## src/rtl/spi_main_ctrl.sv

```systemverilog
// SPI mode-0 initiator: one request becomes one framed transaction of a
// 5-bit command followed by a command-dependent payload.
module spi_main_ctrl #(
  parameter int unsigned HALF_DIV  = 4,
  parameter int unsigned CSB_SETUP = 4,
  parameter int unsigned CSB_HOLD  = 4,
  parameter int unsigned CSB_GAP   = 4
) (
  input  logic         clk,
  input  logic         rst_n,
  input  logic         req_valid,
  output logic         req_ready,
  input  logic [4:0]   req_cmd,
  input  logic [127:0] req_wdata,
  output logic         rsp_valid,
  output logic         rsp_err,
  output logic [127:0] rsp_rdata,
  output logic         sck,
  output logic         csb,
  output logic         mosi,
  input  logic         miso
);

  typedef enum logic [2:0] {ST_IDLE, ST_SETUP, ST_SHIFT, ST_HOLD, ST_GAP} state_t;

  localparam logic [7:0] HALF_LAST  = 8'(HALF_DIV - 1);
  localparam logic [7:0] SETUP_LAST = 8'(CSB_SETUP - 1);
  localparam logic [7:0] HOLD_LAST  = 8'(CSB_HOLD - 1);
  // The accepting IDLE cycle is the final csb-high cycle of the gap.
  localparam logic [7:0] GAP_LAST   = 8'(CSB_GAP - 2);

  state_t       state, state_nx;
  logic [7:0]   cnt, cnt_nx;
  logic         phase, phase_nx;
  logic [7:0]   bits, bits_nx;
  logic [7:0]   len, len_nx;
  logic         rd, rd_nx;
  logic [131:0] tx, tx_nx;
  logic [127:0] rx, rx_nx, rdata_nx;
  logic         sck_nx, csb_nx, mosi_nx, valid_nx, err_nx;
  logic [7:0]   dec_len;
  logic [127:0] dec_payload;

  assign req_ready = (state == ST_IDLE);

  always_comb begin
    dec_len     = '0;
    dec_payload = '0;
    case (req_cmd[3:0])
      4'd0, 4'd1, 4'd2: begin
        dec_len     = 8'd128;
        dec_payload = req_wdata;
      end
      4'd3: begin
        dec_len     = 8'd3;
        dec_payload = {req_wdata[2:0], 125'b0};
      end
      4'd4, 4'd5, 4'd6, 4'd7, 4'd8: begin
        dec_len     = 8'd64;
        dec_payload = {req_wdata[63:0], 64'b0};
      end
      default: ;
    endcase
    if (req_cmd[4]) dec_payload = '0;
  end

  always_comb begin
    state_nx = state;
    cnt_nx   = cnt + 8'd1;
    phase_nx = phase;
    bits_nx  = bits;
    len_nx   = len;
    rd_nx    = rd;
    tx_nx    = tx;
    rx_nx    = rx;
    rdata_nx = rsp_rdata;
    sck_nx   = sck;
    csb_nx   = csb;
    mosi_nx  = mosi;
    valid_nx = 1'b0;
    err_nx   = 1'b0;
    case (state)
      ST_IDLE: begin
        cnt_nx = '0;
        if (req_valid) begin
          if (dec_len == '0) begin
            valid_nx = 1'b1;
            err_nx   = 1'b1;
          end else begin
            state_nx = ST_SETUP;
            csb_nx   = 1'b0;
            rd_nx    = req_cmd[4];
            len_nx   = dec_len;
            bits_nx  = dec_len + 8'd4;
            tx_nx    = {req_cmd[3:0], dec_payload};
            mosi_nx  = req_cmd[4];
            rx_nx    = '0;
          end
        end
      end
      ST_SETUP: begin
        if (cnt == SETUP_LAST) begin
          state_nx = ST_SHIFT;
          cnt_nx   = '0;
          phase_nx = 1'b0;
        end
      end
      ST_SHIFT: begin
        if (cnt == HALF_LAST) begin
          cnt_nx = '0;
          if (!phase) begin
            phase_nx = 1'b1;
            sck_nx   = 1'b1;
          end else begin
            // bits counts remaining slots; below len means a payload slot
            if (rd && (bits < len)) rx_nx = {rx[126:0], miso};
            phase_nx = 1'b0;
            sck_nx   = 1'b0;
            if (bits == '0) begin
              state_nx = ST_HOLD;
            end else begin
              bits_nx = bits - 8'd1;
              tx_nx   = {tx[130:0], 1'b0};
              mosi_nx = tx[131];
            end
          end
        end
      end
      ST_HOLD: begin
        if (cnt == HOLD_LAST) begin
          state_nx = ST_GAP;
          cnt_nx   = '0;
          csb_nx   = 1'b1;
          mosi_nx  = 1'b0;
        end
      end
      ST_GAP: begin
        if (cnt == GAP_LAST) begin
          state_nx = ST_IDLE;
          valid_nx = 1'b1;
          if (rd) rdata_nx = rx;
        end
      end
      default: state_nx = ST_IDLE;
    endcase
  end

  always_ff @(posedge clk or negedge rst_n) begin
    if (!rst_n) begin
      state     <= ST_IDLE;
      cnt       <= '0;
      phase     <= 1'b0;
      bits      <= '0;
      len       <= '0;
      rd        <= 1'b0;
      tx        <= '0;
      rx        <= '0;
      rsp_rdata <= '0;
      rsp_valid <= 1'b0;
      rsp_err   <= 1'b0;
      sck       <= 1'b0;
      csb       <= 1'b1;
      mosi      <= 1'b0;
    end else begin
      state     <= state_nx;
      cnt       <= cnt_nx;
      phase     <= phase_nx;
      bits      <= bits_nx;
      len       <= len_nx;
      rd        <= rd_nx;
      tx        <= tx_nx;
      rx        <= rx_nx;
      rsp_rdata <= rdata_nx;
      rsp_valid <= valid_nx;
      rsp_err   <= err_nx;
      sck       <= sck_nx;
      csb       <= csb_nx;
      mosi      <= mosi_nx;
    end
  end

endmodule

```

## config.mk

```make
export PLATFORM = sky130hd
export DESIGN_NAME = spi_main_ctrl
export DESIGN_NICKNAME = d
export VERILOG_FILES = /design/src/rtl/spi_main_ctrl.sv
export SDC_FILE = /design/constraint.sdc
export NUM_CORES = 1
export LEC_CHECK = 0
export ABC_AREA = 1
export CAP_MARGIN = 15
export CORE_MARGIN = 3
export CORE_UTILIZATION = 50
export CTS_CLUSTER_DIAMETER = 50
export DETAILED_ROUTE_END_ITERATION = 8
export GPL_TIMING_DRIVEN = 0
export PLACE_DENSITY = 0.81
export SLEW_MARGIN = 10
export SYNTH_ARGS = -nofsm -noshare
export SYNTH_HDL_FRONTEND = slang
export SYNTH_SLANG_ARGS = --single-unit
```

## constraint.sdc

```tcl
create_clock -name clk -period 2.5 [get_ports clk]
set_input_delay 0.75 -clock clk [delete_from_list [all_inputs] [get_ports clk]]
set_output_delay 0.75 -clock clk [all_outputs]
set_load 0.01 [all_outputs]
```

# After elaboration in Yosys (flattened, before gate mapping)
# Index checks and enable logic that the tools add are counted.
dict set report word_totals {
  regBits 422
  inputBits 137
  out_inout_bits 134
  word_cells 115
}
dict set report classes {
  addsub 3
  n_lt_le_gt_ge 1
  eq_ne 24
  mux 51
  n_bitwise 1
  reduce_logical 21
}
# cell count
set op_table {}
lappend op_table {{2-to-1 mux 128 bit} 6}
lappend op_table {{2-to-1 mux 132 bit} 5}
lappend op_table {{one-hot mux 128 bit (3 select lines)} 1}
lappend op_table {{one-hot mux 132 bit (2 select lines)} 1}
lappend op_table {{one-hot mux 128 bit (2 select lines)} 1}
lappend op_table {{2-to-1 mux 8 bit} 6}
lappend op_table {{one-hot mux 8 bit (2 select lines)} 2}
lappend op_table {{2-to-1 mux 3 bit} 8}
lappend op_table {{one-hot mux 8 bit (3 select lines)} 1}
lappend op_table {{!= test 2 bit (second input constant)} 10}
lappend op_table {{== test 4 x 3 -> 1 bit (second input constant)} 4}
lappend op_table {{== test 8 x 2 -> 1 bit (second input constant)} 2}
lappend op_table {{zero test 8 bit} 2}
lappend op_table {{2-to-1 mux 1 bit} 15}
lappend op_table {{one-hot mux 3 bit (5 select lines)} 1}
lappend op_table {{AND reduction 6 bit} 2}
lappend op_table {{AND reduction 3 bit} 3}
lappend op_table {{adder 8 x 1 -> 8 bit (second input constant)} 1}
lappend op_table {{adder 8 x 3 -> 8 bit (second input constant)} 1}
lappend op_table {{== test 4 x 2 -> 1 bit (second input constant)} 2}
lappend op_table {{< comparator 8 bit} 1}
lappend op_table {{AND reduction 8 bit} 1}
lappend op_table {{subtractor 8 x 1 -> 8 bit (second input constant)} 1}
lappend op_table {{AND reduction 7 bit} 1}
lappend op_table {{other kinds (17)} 23}

# Logic depth before layout (Yosys ltp)
dict set report depth {
  ltp_word 7
  depth_mapped 12
  mapped_depth_nobuf 10
}

# Least setup slack after synthesis
# No wires, ideal clock.
dict set report synth_timing {
  kind {input to register}
  from {in req_cmd[1]}
  to {reg rx[107]}
  setup_ns 0.117
  t_arrival_ns 1.779
  t_required_ns 2.383
  path_slack_ns 0.604
  stages 10
  path_buffers 2
  path_cell_list {inv_1 > nand3_1 > nand2_1 > nand2_1 > a21oi_1 > nand3_1 > buf_2 > buf_2 > nand2_1 > nand2_1}
}
dict set report synth_via {
  elab_chain_cells 6
  word_cells_on_any_way 15
  classes_between {eq/ne: 9; mux: 1; reduce/logical: 5}
}
# item line
set synth_lines {}
lappend synth_lines {{start: declaration} 13} ;# input logic [4:0] req_cmd,
lappend synth_lines {{== test 4 x 3 -> 1 bit, or another cell as far along} 49} ;# case (req_cmd[3:0])
lappend synth_lines {{OR reduction 5 bit or OR reduction 3 bit (tied branches)} 49}
lappend synth_lines {{one-hot mux 8 bit (3 select lines) *} 49}
lappend synth_lines {{zero test 8 bit *} 86} ;# if (dec_len == '0) begin
lappend synth_lines {{!= test 2 bit (no line) *} -}
lappend synth_lines {{AND reduction 6 bit (no line) *} -}
lappend synth_lines {{end signal: assignment} 172} ;# rx <= rx_nx;
lappend synth_lines {{end: declaration} 39} ;# logic [127:0] rx, rx_nx, rdata_nx;
# Every way passes the cells marked *; elsewhere a longest branch is shown, timed or not.
# A chain may end at the register's enable or synchronous reset.

# Worst setup path in the final report
dict set report layout_timing {
  from {reg csb}
  to {out csb}
}
# item line
set layout_rtl {}
lappend layout_rtl {{start: declaration} 19} ;# output logic csb,
lappend layout_rtl {{start signal: assignment} 177} ;# csb <= csb_nx;
# No word-level cell between the ends.

==> flow_summary.yaml <==
status:
  status: "complete, no violations"
clock_network:
  cts_buffers: 47
  clock_latency_ns: 0.58
  htreeDepth: 2
  clk_path_buf_depth: 3
  clkSinkCount: 417
  clkTransAtPathRegs_ns: 0.06
  cts_root_buf: "clkbuf_16"
  cts_tree: "built"
placement:
  hpwl_mm: 39.62
  gp_congestion: 0.9327
  port_buffers: 270
die:
  start_util: 0.5080
  io_pins: 271
  die_y_um: 204.6
  row_count: 72
  dieArea_sq_um: 41870
  die_w_um: 204.6
  core_sq_um: 38830
setup_path:
  start_kind: "flop"
  slowest_stage: "clkdlybuf4s50_1"
  crit_type: "flop to output port"
  cp_data_required_time_ns: 1.75
  slowest_delay_ns: 0.62
  worst-path-max-fanout: 2
  timing.critical_path.cells: "clkdlybuf4s50_1"
  r2r_setup_slack_ns: 0.18
  cp.arrival_ns: 1.73
  path_delay_family: "buffers and inverters"
  worst-path-buf-inv: 1
  endpoint_kind: "output port"
pwr:
  power_mw: 22.43
  ir_worst_vdd_mv: 0.5940
  powerDensity_nw_per_um2: 903.0
  p_leak_nw: 12.18
synthesis:
  synthCells: 2567
  synth-compound-area-share: 0.04180
  synth_top_family_by_area: "simple AND/OR/NAND/NOR gates"
  netlist_area_sq_um: 19720
  ys_ff_latch: 417
  yosysSeqAreaShare: 0.5291
  synth_fa_ha_area_frac: 0.004440
  syn_nets: 2711
  yosys.area.top_type: "dfrtp_1"
  ys_top_cells_by_area: "dfrtp_1 53%, nand2_1 20%, nand3_1 6.7%, nand4_1 4.2%, o21ai_0 3.9%"
  ys_types: 29
  yosysTopAreaCellShare: 0.5278
  yosysWarnings: 0
  synthSimpleGateAreaFrac: 0.3457
  synth-xor-area-share: 0.002220
  yosys-mux-area-fraction: 0.0005709
  syn_area_per_cell_sq_um: 7.684
cells_and_area:
  syn_to_final_growth_pct: 25.95
  nFillCells: 3192
  layout-drive-gt1-share: 0.07306
  nets: 3035
  fin_util: 0.6398
timing:
  maxSlewViolCount: 0
  finalSetupViolCount: 0
  worst_clock_skew_ns: 0.01459
  fin_crit_sh: 0.9906
  fmax_mhz: 403.8
  slew_headroom: 0.5279
  setup_tns_ns: 0
  period_needed_ns: 2.477
  worst_slew_pin_slew_ns: 0.7081
  finalHoldViolations: 0
global_routing:
  grt-ovfl-total: 0
  antenna_found_initial: 3
  grt_pass1_wl_mm: 91.09
  grt_max_degree: 113
  grt_usage: 0.2653
  grt_pass1_vias: 18060
hold_path:
  min_path_type: "input pin to async pin"
routing:
  drt_first_pass_iters: 5
  route.detailed.drc: 0
  drt_iter0_drc: 1691
  routedWlPerCell_um: 16.29
  viasPerCell: 5.402
  final_antenna_net_count: 0
  dr_total_vias: 18630
  routed_wirelength_mm: 56.17
flow_run:
  drv_cap: 0
final cells by class:
class	count	area, sq um	area share
tap	518	648.1	0.02609
clock inverter	19	226.5	0.009117
inverter	162	608.1	0.02448
antenna	1	2.502	0.0001007
clock buffer	68	1395	0.05616
timing repair buffer	275	2836	0.1142
sequential	417	10440	0.4201
multi-input combinational	1802	7794	0.3137
buffer	186	894.6	0.03601
sequential cells by signal (all words and copies together), names as in the netlist:
register	flops
mosi	1
rsp_valid	1
bits	8
rsp_rdata	128
csb	1
sck	1
tx	132
rsp_err	1
rx	128
state	3
phase	1
len	3
rd	1
cnt	8
placed cells by master, fill, tap and decap left out, types with 5 or more instances in the layout:
cell,count
a21oi_1,5
buf_1,11
buf_2,96
buf_4,10
buf_6,5
clkbuf_1,70
clkbuf_16,47
clkbuf_8,14
clkdlybuf4s50_1,268
clkinvlp_4,5
dfrtp_1,416
ha_1,7
inv_1,158
nand2_1,1046
nand3_1,266
nand4_1,133
nor2_1,162
nor3_1,6
o21ai_0,154
xor2_1,5
cell usage after synthesis, drive strengths merged:
cell type,number
a21o,1
a21oi,5
a31oi,1
buf,122
clkbuf,64
dfrtp,416
dfstp,1
ha,7
inv,162
mux2,1
nand2,1049
nand3,267
nand3b,1
nand4,133
nor2,167
nor3,6
nor3b,1
o21ai,157
or2,1
xor2,5
timing repair:
action	CTS	global route
hold buffers	0	0
setup buffers	0	1
pin swaps	0	1
resized for setup	1	3
setup endpoints to repair	1	82
layer usage:
metal	vias up	wire length (um)	share of wire	global-route usage
met1	8851	23040	0.41	0.3497
li1	8821	-	-	-
met2	831	26320	0.47	0.4367
met4	4	1552	0.028	0.08823
met3	120	5235	0.093	0.05927
met5	-	22	0.00039	0
power by group:
group	leakage [nW]	switching [mW]	internal (mW)
clock	0.784	2.88	4.22
sequential	5.78	0.622	7.70
combinational	5.62	4.94	2.06
total	12.2	8.45	14.0
worst paths after layout:
kind	to	cells after the start	start
min in group clk	rx[72]	2	rx[72]
max	csb	1	csb
min	rsp_rdata[109]	1	rst_n
max reg2reg	rx[61]	9	bits[7]
max in group asynchronous	tx[103]	3	rst_n
min reg2reg	rx[72]	2	rx[72]
cell families (layout without fill, tap and decap cells):
| logic type | Yosys count | after routing |
|---|---|---|
| and+or+nand+nor | 1625 | 1625 |
| AOI/OAI and AO/OA | 164 | 164 |
| muxes | 1 | 1 |
| adders and majority gates | 7 | 7 |
| xor gates and xnor gates | 5 | 5 |
| other | 0 | 1 |
| buffers and inverters | 348 | 710 |
| DFF | 417 | 417 |
metrics by stage:
step / setup WS (ns) / instance area [sq um] / cells / hold WS (ns)
floorplan: 0.6039 / 19720 / 2567 / 0.4419
global placement: -17.20 / 23070 / 3355 / 0.4528
detailed placement: -0.5699 / 23190 / 3359 / 0.4580
CTS: 0.02138 / 24810 / 3446 / 0.07264
global route: -0.0001803 / 24840 / 3447 / 0.09934
finish: 0.02348 / 24840 / 3448 / 0.08328
Note: power is estimated with default switching activity, not from simulation.
